## src/rtl/aes_ctr_pkg.sv

```systemverilog
`timescale 1ns/1ps
`default_nettype none
// ============================================================================
// Module   : aes_ctr_pkg
// Purpose  : Shared widths and FSM state encoding for the AES-CTR sequencer
// Revision : 1.0
// ============================================================================
package aes_ctr_pkg;

    localparam int BLK_W  = 128;
    localparam int KEY_W  = 256;
    localparam int CNT_W  = 32;
    localparam int NBLK_W = 8;

    typedef enum logic [2:0] {
        ST_IDLE  = 3'd0,
        ST_ISSUE = 3'd1,
        ST_WAIT  = 3'd2,
        ST_OUT   = 3'd3,
        ST_DONE  = 3'd4
    } state_t;

endpackage
`default_nettype wire

```

## src/rtl/aes_ctr_inc.sv

```systemverilog
`timescale 1ns/1ps
`default_nettype none
// ============================================================================
// Module   : aes_ctr_inc
// Purpose  : Wrap-around increment of the low CNT_W bits of a counter block
// Revision : 1.0
// ============================================================================
module aes_ctr_inc
    import aes_ctr_pkg::*;
(
    input  logic [BLK_W-1:0] i_ctr,
    output logic [BLK_W-1:0] o_ctr
);

    // Upper nonce bits pass through; the low word wraps silently.
    assign o_ctr = {i_ctr[BLK_W-1:CNT_W], i_ctr[CNT_W-1:0] + CNT_W'(1)};

endmodule
`default_nettype wire

```

## src/rtl/aes_ctr_sequencer.sv

```systemverilog
`timescale 1ns/1ps
`default_nettype none
// ============================================================================
// Module   : aes_ctr_sequencer
// Purpose  : Drives one shared AES-256 core through an N-block CTR message
// Revision : 1.0
// ============================================================================
module aes_ctr_sequencer
    import aes_ctr_pkg::*;
(
    input  logic              clk,
    input  logic              rst,
    input  logic              cfg_start,
    input  logic [KEY_W-1:0]  cfg_key,
    input  logic [BLK_W-1:0]  cfg_iv,
    input  logic [NBLK_W-1:0] cfg_nblk,
    output logic              busy,
    output logic              done,
    input  logic              in_valid,
    output logic              in_ready,
    input  logic [BLK_W-1:0]  in_data,
    output logic              out_valid,
    input  logic              out_ready,
    output logic [BLK_W-1:0]  out_data,
    output logic              core_start,
    output logic [KEY_W-1:0]  core_key,
    output logic [BLK_W-1:0]  core_block,
    input  logic              core_done,
    input  logic [BLK_W-1:0]  core_result
);

    state_t            r_state;
    state_t            w_state_nxt;
    logic [KEY_W-1:0]  r_key;
    logic [BLK_W-1:0]  r_ctr;
    logic [BLK_W-1:0]  r_buf;
    logic [BLK_W-1:0]  r_ks;
    logic [BLK_W-1:0]  r_out_data;
    logic [NBLK_W-1:0] r_rem;
    logic              r_buf_v;
    logic              r_ks_v;

    logic [BLK_W-1:0]  w_ctr_inc;
    logic [BLK_W-1:0]  w_buf_nxt;
    logic [BLK_W-1:0]  w_ks_nxt;
    logic              w_buf_v_nxt;
    logic              w_ks_v_nxt;
    logic              w_in_acc;
    logic              w_core_cap;
    logic              w_out_acc;
    logic              w_fire;

    aes_ctr_inc u_inc (
        .i_ctr (r_ctr),
        .o_ctr (w_ctr_inc)
    );

    assign in_ready   = ((r_state == ST_ISSUE) || (r_state == ST_WAIT)) && !r_buf_v;
    assign core_key   = r_key;
    assign core_block = r_ctr;
    assign out_data   = r_out_data;

    // Look-ahead of buffer/keystream so WAIT can leave in the capture cycle.
    assign w_in_acc    = in_valid && in_ready;
    assign w_core_cap  = (r_state == ST_WAIT) && core_done;
    assign w_buf_v_nxt = r_buf_v || w_in_acc;
    assign w_ks_v_nxt  = r_ks_v || w_core_cap;
    assign w_buf_nxt   = w_in_acc ? in_data : r_buf;
    assign w_ks_nxt    = w_core_cap ? core_result : r_ks;
    assign w_out_acc   = out_valid && out_ready;

    always_ff @(posedge clk) begin
        if (rst) begin
            r_state <= ST_IDLE;
        end else begin
            r_state <= w_state_nxt;
        end
    end

    always_comb begin
        w_state_nxt = r_state;
        busy        = 1'b1;
        done        = 1'b0;
        core_start  = 1'b0;
        out_valid   = 1'b0;
        w_fire      = 1'b0;
        case (r_state)
            ST_IDLE: begin
                busy = 1'b0;
                if (cfg_start) begin
                    w_state_nxt = (cfg_nblk == '0) ? ST_DONE : ST_ISSUE;
                end
            end
            ST_ISSUE: begin
                core_start  = 1'b1;
                w_state_nxt = ST_WAIT;
            end
            ST_WAIT: begin
                if (w_ks_v_nxt && w_buf_v_nxt) begin
                    w_fire      = 1'b1;
                    w_state_nxt = ST_OUT;
                end
            end
            ST_OUT: begin
                out_valid = 1'b1;
                if (out_ready) begin
                    w_state_nxt = (r_rem == NBLK_W'(1)) ? ST_DONE : ST_ISSUE;
                end
            end
            ST_DONE: begin
                done        = 1'b1;
                w_state_nxt = ST_IDLE;
            end
            default: begin
                w_state_nxt = ST_IDLE;
            end
        endcase
    end

    always_ff @(posedge clk) begin
        if (rst) begin
            r_key      <= '0;
            r_ctr      <= '0;
            r_rem      <= '0;
            r_buf      <= '0;
            r_buf_v    <= 1'b0;
            r_ks       <= '0;
            r_ks_v     <= 1'b0;
            r_out_data <= '0;
        end else begin
            r_buf   <= w_buf_nxt;
            r_ks    <= w_ks_nxt;
            r_buf_v <= w_buf_v_nxt;
            r_ks_v  <= w_ks_v_nxt;
            if ((r_state == ST_IDLE) && cfg_start) begin
                r_key <= cfg_key;
                r_ctr <= cfg_iv;
                r_rem <= cfg_nblk;
            end
            if (w_fire) begin
                r_out_data <= w_buf_nxt ^ w_ks_nxt;
            end
            if (w_out_acc) begin
                r_ctr   <= w_ctr_inc;
                r_rem   <= r_rem - NBLK_W'(1);
                r_buf_v <= 1'b0;
                r_ks_v  <= 1'b0;
            end
        end
    end

endmodule
`default_nettype wire

```

## config.mk

```make
export PLATFORM = sky130hd
export DESIGN_NAME = aes_ctr_sequencer
export DESIGN_NICKNAME = d
export VERILOG_FILES = /design/src/rtl/aes_ctr_pkg.sv /design/src/rtl/aes_ctr_inc.sv /design/src/rtl/aes_ctr_sequencer.sv
export SDC_FILE = /design/constraint.sdc
export NUM_CORES = 1
export LEC_CHECK = 0
export ABC_AREA = 1
export BUFFER_PORTS_ARGS = -buffer_cell sky130_fd_sc_hd__clkbuf_2
export CELL_PAD_IN_SITES_DETAIL_PLACEMENT = 1
export CELL_PAD_IN_SITES_GLOBAL_PLACEMENT = 2
export CORE_AREA = 2 2 458 460
export DETAILED_ROUTE_END_ITERATION = 6
export DIE_AREA = 0 0 460 462
export GPL_ROUTABILITY_DRIVEN = 0
export MAX_ROUTING_LAYER = met4
export PLACE_DENSITY_LB_ADDON = 0.1
export SLEW_MARGIN = 10
export SYNTH_ARGS = -nofsm -noshare
export SYNTH_HDL_FRONTEND = slang
export SYNTH_SLANG_ARGS = --single-unit
export TNS_END_PERCENT = 30
```

## constraint.sdc

```tcl
create_clock -name clk -period 3.1 [get_ports clk]
set_input_delay 0 -clock clk [delete_from_list [all_inputs] [get_ports clk]]
set_output_delay 0 -clock clk [all_outputs]
set_load 0.1 [all_outputs]
```

==> run_results.csv <==
group,metric,value,unit
layout,final_util,26.70,%
die,core_area,208100,um^2
placed_design,placed_area,41000,um^2
synth,muxShareOfSynthArea,0,%
synth,synth-simple-area-share,32.26,%
routing,drc,0,
critical_path,cpPeakStageDelay,0.65,ns
global_routing,grt_pass1_wl,276300,um
global_routing,antenna_found_initial,108,
critical_path,crit_arrival,3.55,ns
global_routing,groute.usage.overall,17.95,%
critical_path,path_class,"flip-flop to flip-flop",
synth,synth_xor_area_share,0.2738,%
synth,synth_compound_area_share,10.74,%
clocking,cts_max_level,3,
timing,worst_slack,0.2385,ns
synth,ys_types,26,
die,std_cell_rows,168,
timing,fmax,349.5,MHz
pwr,clockPowerShare,28.8,%
global_routing,grt_pass1_vias,40120,
layout,fillers,25300,
critical_path,critPathBufInv,4,
clocking,cts_buffers,109,
placed_design,port_buffers,1170,
pwr,ir_worst_vdd,0.5143,mV
routing,drt-total-wl,192500,um
pwr,switchingPower,0.02167,W
critical_path,end_kind,"flip-flop",
layout,nets,7423,
clocking,cts-resized-gates,0,
routing,firstDrtPassIters,5,
synth,synth_top_family_by_area,"simple AND/OR/NAND/NOR gates",
pwr,power.leakage,25.69,nW
critical_path,critPathTopFamily,"buffers and inverters",
pwr,seqPwrFrac,27.3,%
layout,finalInstanceArea,55550,um^2
synth,syn_avg_cell_area,6.901,um^2
die,die-area,212500,um^2
layout,final_cell_mix,"nand2_1 (1,778), clkbuf_2 (1,167), dlygate4sd3_1 (1,066)",
placed_design,dp.cells,8309,
clocking,cts_tree,"done",
timing,period_needed,2.862,ns
timing,maxSlewHeadroom,38.28,%
clocking,clkTransAtPathRegs,0.06,ns
clocking,cts-root-buf,"clkbuf_16",
timing,post-route-period-util,92.31,%
routing,vias_per_cell,3.985,
critical_path,cpMostUsedCell,"dlygate4sd3_1",
synth,synth_warnings,0,
placed_design,place_hpwl,135800,um
timing,hold_viol,0,
global_routing,grt_max_degree,156,
critical_path,start_kind,"flip-flop",
timing,finClkSkew,0.03993,ns
global_routing,grt_overflow_total,0,
routing,via_count,38510,
timing,fin_setup_tns,0,ns
clocking,clkSinkCount,781,
synth,syn_nets,5292,
die,initial_core_util,15.37,%
timing,slew_violations,0,
clocking,cts_buffer_depth,3,
pwr,internal_power,0.02387,W
synth,synth_area,31990,um^2
critical_path,crit_required,3.79,ns
timing,rsz0062_at_grt,"false",
die,io-pin-count,1171,
job,cap_violations,0,
layout,area_growth,73.67,%
routing,avgRoutedWirePerCell,19.92,um
layout,fin_cells,9663,
min_path,min_path_type,"primary input to flip-flop",
synth,synth-seq-area-share,48.88,%
critical_path,worstSetupPathDepth,6,
critical_path,r2r_cells,6,
pwr,comb_power_share,43.9,%
clocking,clk_latency,0.77,ns
layout,layout_commonest_cell,"nand2_1",
synth,synth_fa_ha_area_share,0.1173,%
pwr,power.density,819.8,nW/um^2
synth,synth-seq-cells,781,
die,die_y,462,um
routing,drtAntennaViolNets,0,
pwr,switching_share,47.58,%
die,die_x,460,um
critical_path,crit_fanout,52,
placed_design,post-place-ws,0.5563,ns
synth,syn_inst,4635,
layout,drive_above_1_share,21.10,%
outcome,status,"finished clean",
routing,drt_iter0_drc,1388,
critical_path,crit_slowest_cell,"buf_4",
timing,setup-violations-final,0,
min_path,hold_path_depth,3,
critical_path,path_cells,"inv_6, buf_4, nand4_1, dlygate4sd3_1, a21oi_1, dlygate4sd3_1",
timing,tightest_slew,0.9258,ns
## cells in the mapped netlist
library cell  count  area share (%)
nand2_1        1780              21
dfxtp_1         781              49
a21oi_1         636              10
nor2_1          345             4.0
inv_1           300             3.5
nand3_1         287             4.5
clkbuf_1        162             1.9
nand4_1         129             2.5
buf_2           123             1.9
o21ai_0          22            0.34
a31oi_1          16            0.31
buf_4            12            0.28
xor2_1           10            0.27
inv_2             4           0.047
or2_2             4           0.078
buf_1             3           0.035
ha_1              3            0.12
nand3_2           3           0.094
nand3b_1          3           0.070
nor3_1            3           0.047
clkinv_1          2           0.023
o211ai_1          2           0.047
o22ai_1           2           0.039
nand2_2           1           0.020
o21bai_1          1           0.023
o31ai_1           1           0.023
## final timing paths
path | from | endpoint | slack (ns)
max | r_buf_v | r_buf[85] | 0.24
min | rst | r_ks[125] | 0.08
max reg2reg | r_buf_v | r_buf[85] | 0.24
min reg2reg | r_ks_v | r_ks_v | 0.46
## per-layer routing
metal / vias up / GRT usage, % / part of all wire, %
li1: 19160 / - / -
met1: 18260 / 20.54 / 42
met2: 854 / 30.98 / 49
met3: 235 / 4.633 / 5.9
met4: 0 / 4.701 / 2.4
met5: - / - / 0
## what timing repair did
action / 4_1_cts / 5_1_grt
setup buffers: 0 / 0
hold endpoints to repair: 781 / 0
hold buffers: 1066 / 0
## through the flow
step	hold slack, ns	total power (W)
final	0.07735	0.04554
after global routing	0.03513	0.04825
after CTS	0.00001493	0.04663
after detailed placement	0.2379	0.03154
after global placement	0.2326	0.03151
after floorplan	0.1349	0.02609
## sequential cells by signal, summed over array words and instances (netlist names)
| name | count |
|---|---|
| r_state | 3 |
| out_data | 128 |
| r_buf | 128 |
| r_ks_v | 1 |
| r_ks | 128 |
| r_buf_v | 1 |
| core_block | 128 |
| core_key | 256 |
| r_rem | 8 |
## layout make-up
cell class	count	area, um^2	share of cell area, %
timing repair buffer	2320	17540	31.58
sequential	781	15640	28.14
multi-input combinational	3248	13920	25.06
tap	2720	3403	6.126
clock buffer	164	3224	5.804
inverter	306	1171	2.108
clock inverter	39	442.9	0.7973
antenna	85	212.7	0.3829
## power groups by stage
| stage | registers [W] | logic (W) | clock network [W] |
|---|---|---|---|
| 2_1_floorplan | 0.0196 | 0.00647 | 0 |
| 4_1_cts | 0.0125 | 0.0204 | 0.0138 |
| 3_5_place_dp | 0.0127 | 0.0189 | 0 |
| 3_3_place_gp | 0.0126 | 0.0189 | 0 |
| 5_1_grt | 0.0126 | 0.0215 | 0.0141 |
| 6_report | 0.0124 | 0.0200 | 0.0131 |
## logic make-up after synthesis
| kind of cell | count (synthesis) |
|---|---|
| DFF | 781 |
| AOI/OAI and AO/OA | 680 |
| and+or+nand+nor | 2555 |
| adders and majority gates | 3 |
| xor gates and xnor gates | 10 |
| buffers and inverters | 606 |
## worst register-to-register path, stage by stage (launching register included)
cell	delay, ns
dfxtp_1	0.35
inv_6	0.13
buf_4	0.66
nand4_1	0.33
dlygate4sd3_1	0.64
a21oi_1	0.15
dlygate4sd3_1	0.56
No activity file was read; power rests on OpenSTA's default activity.
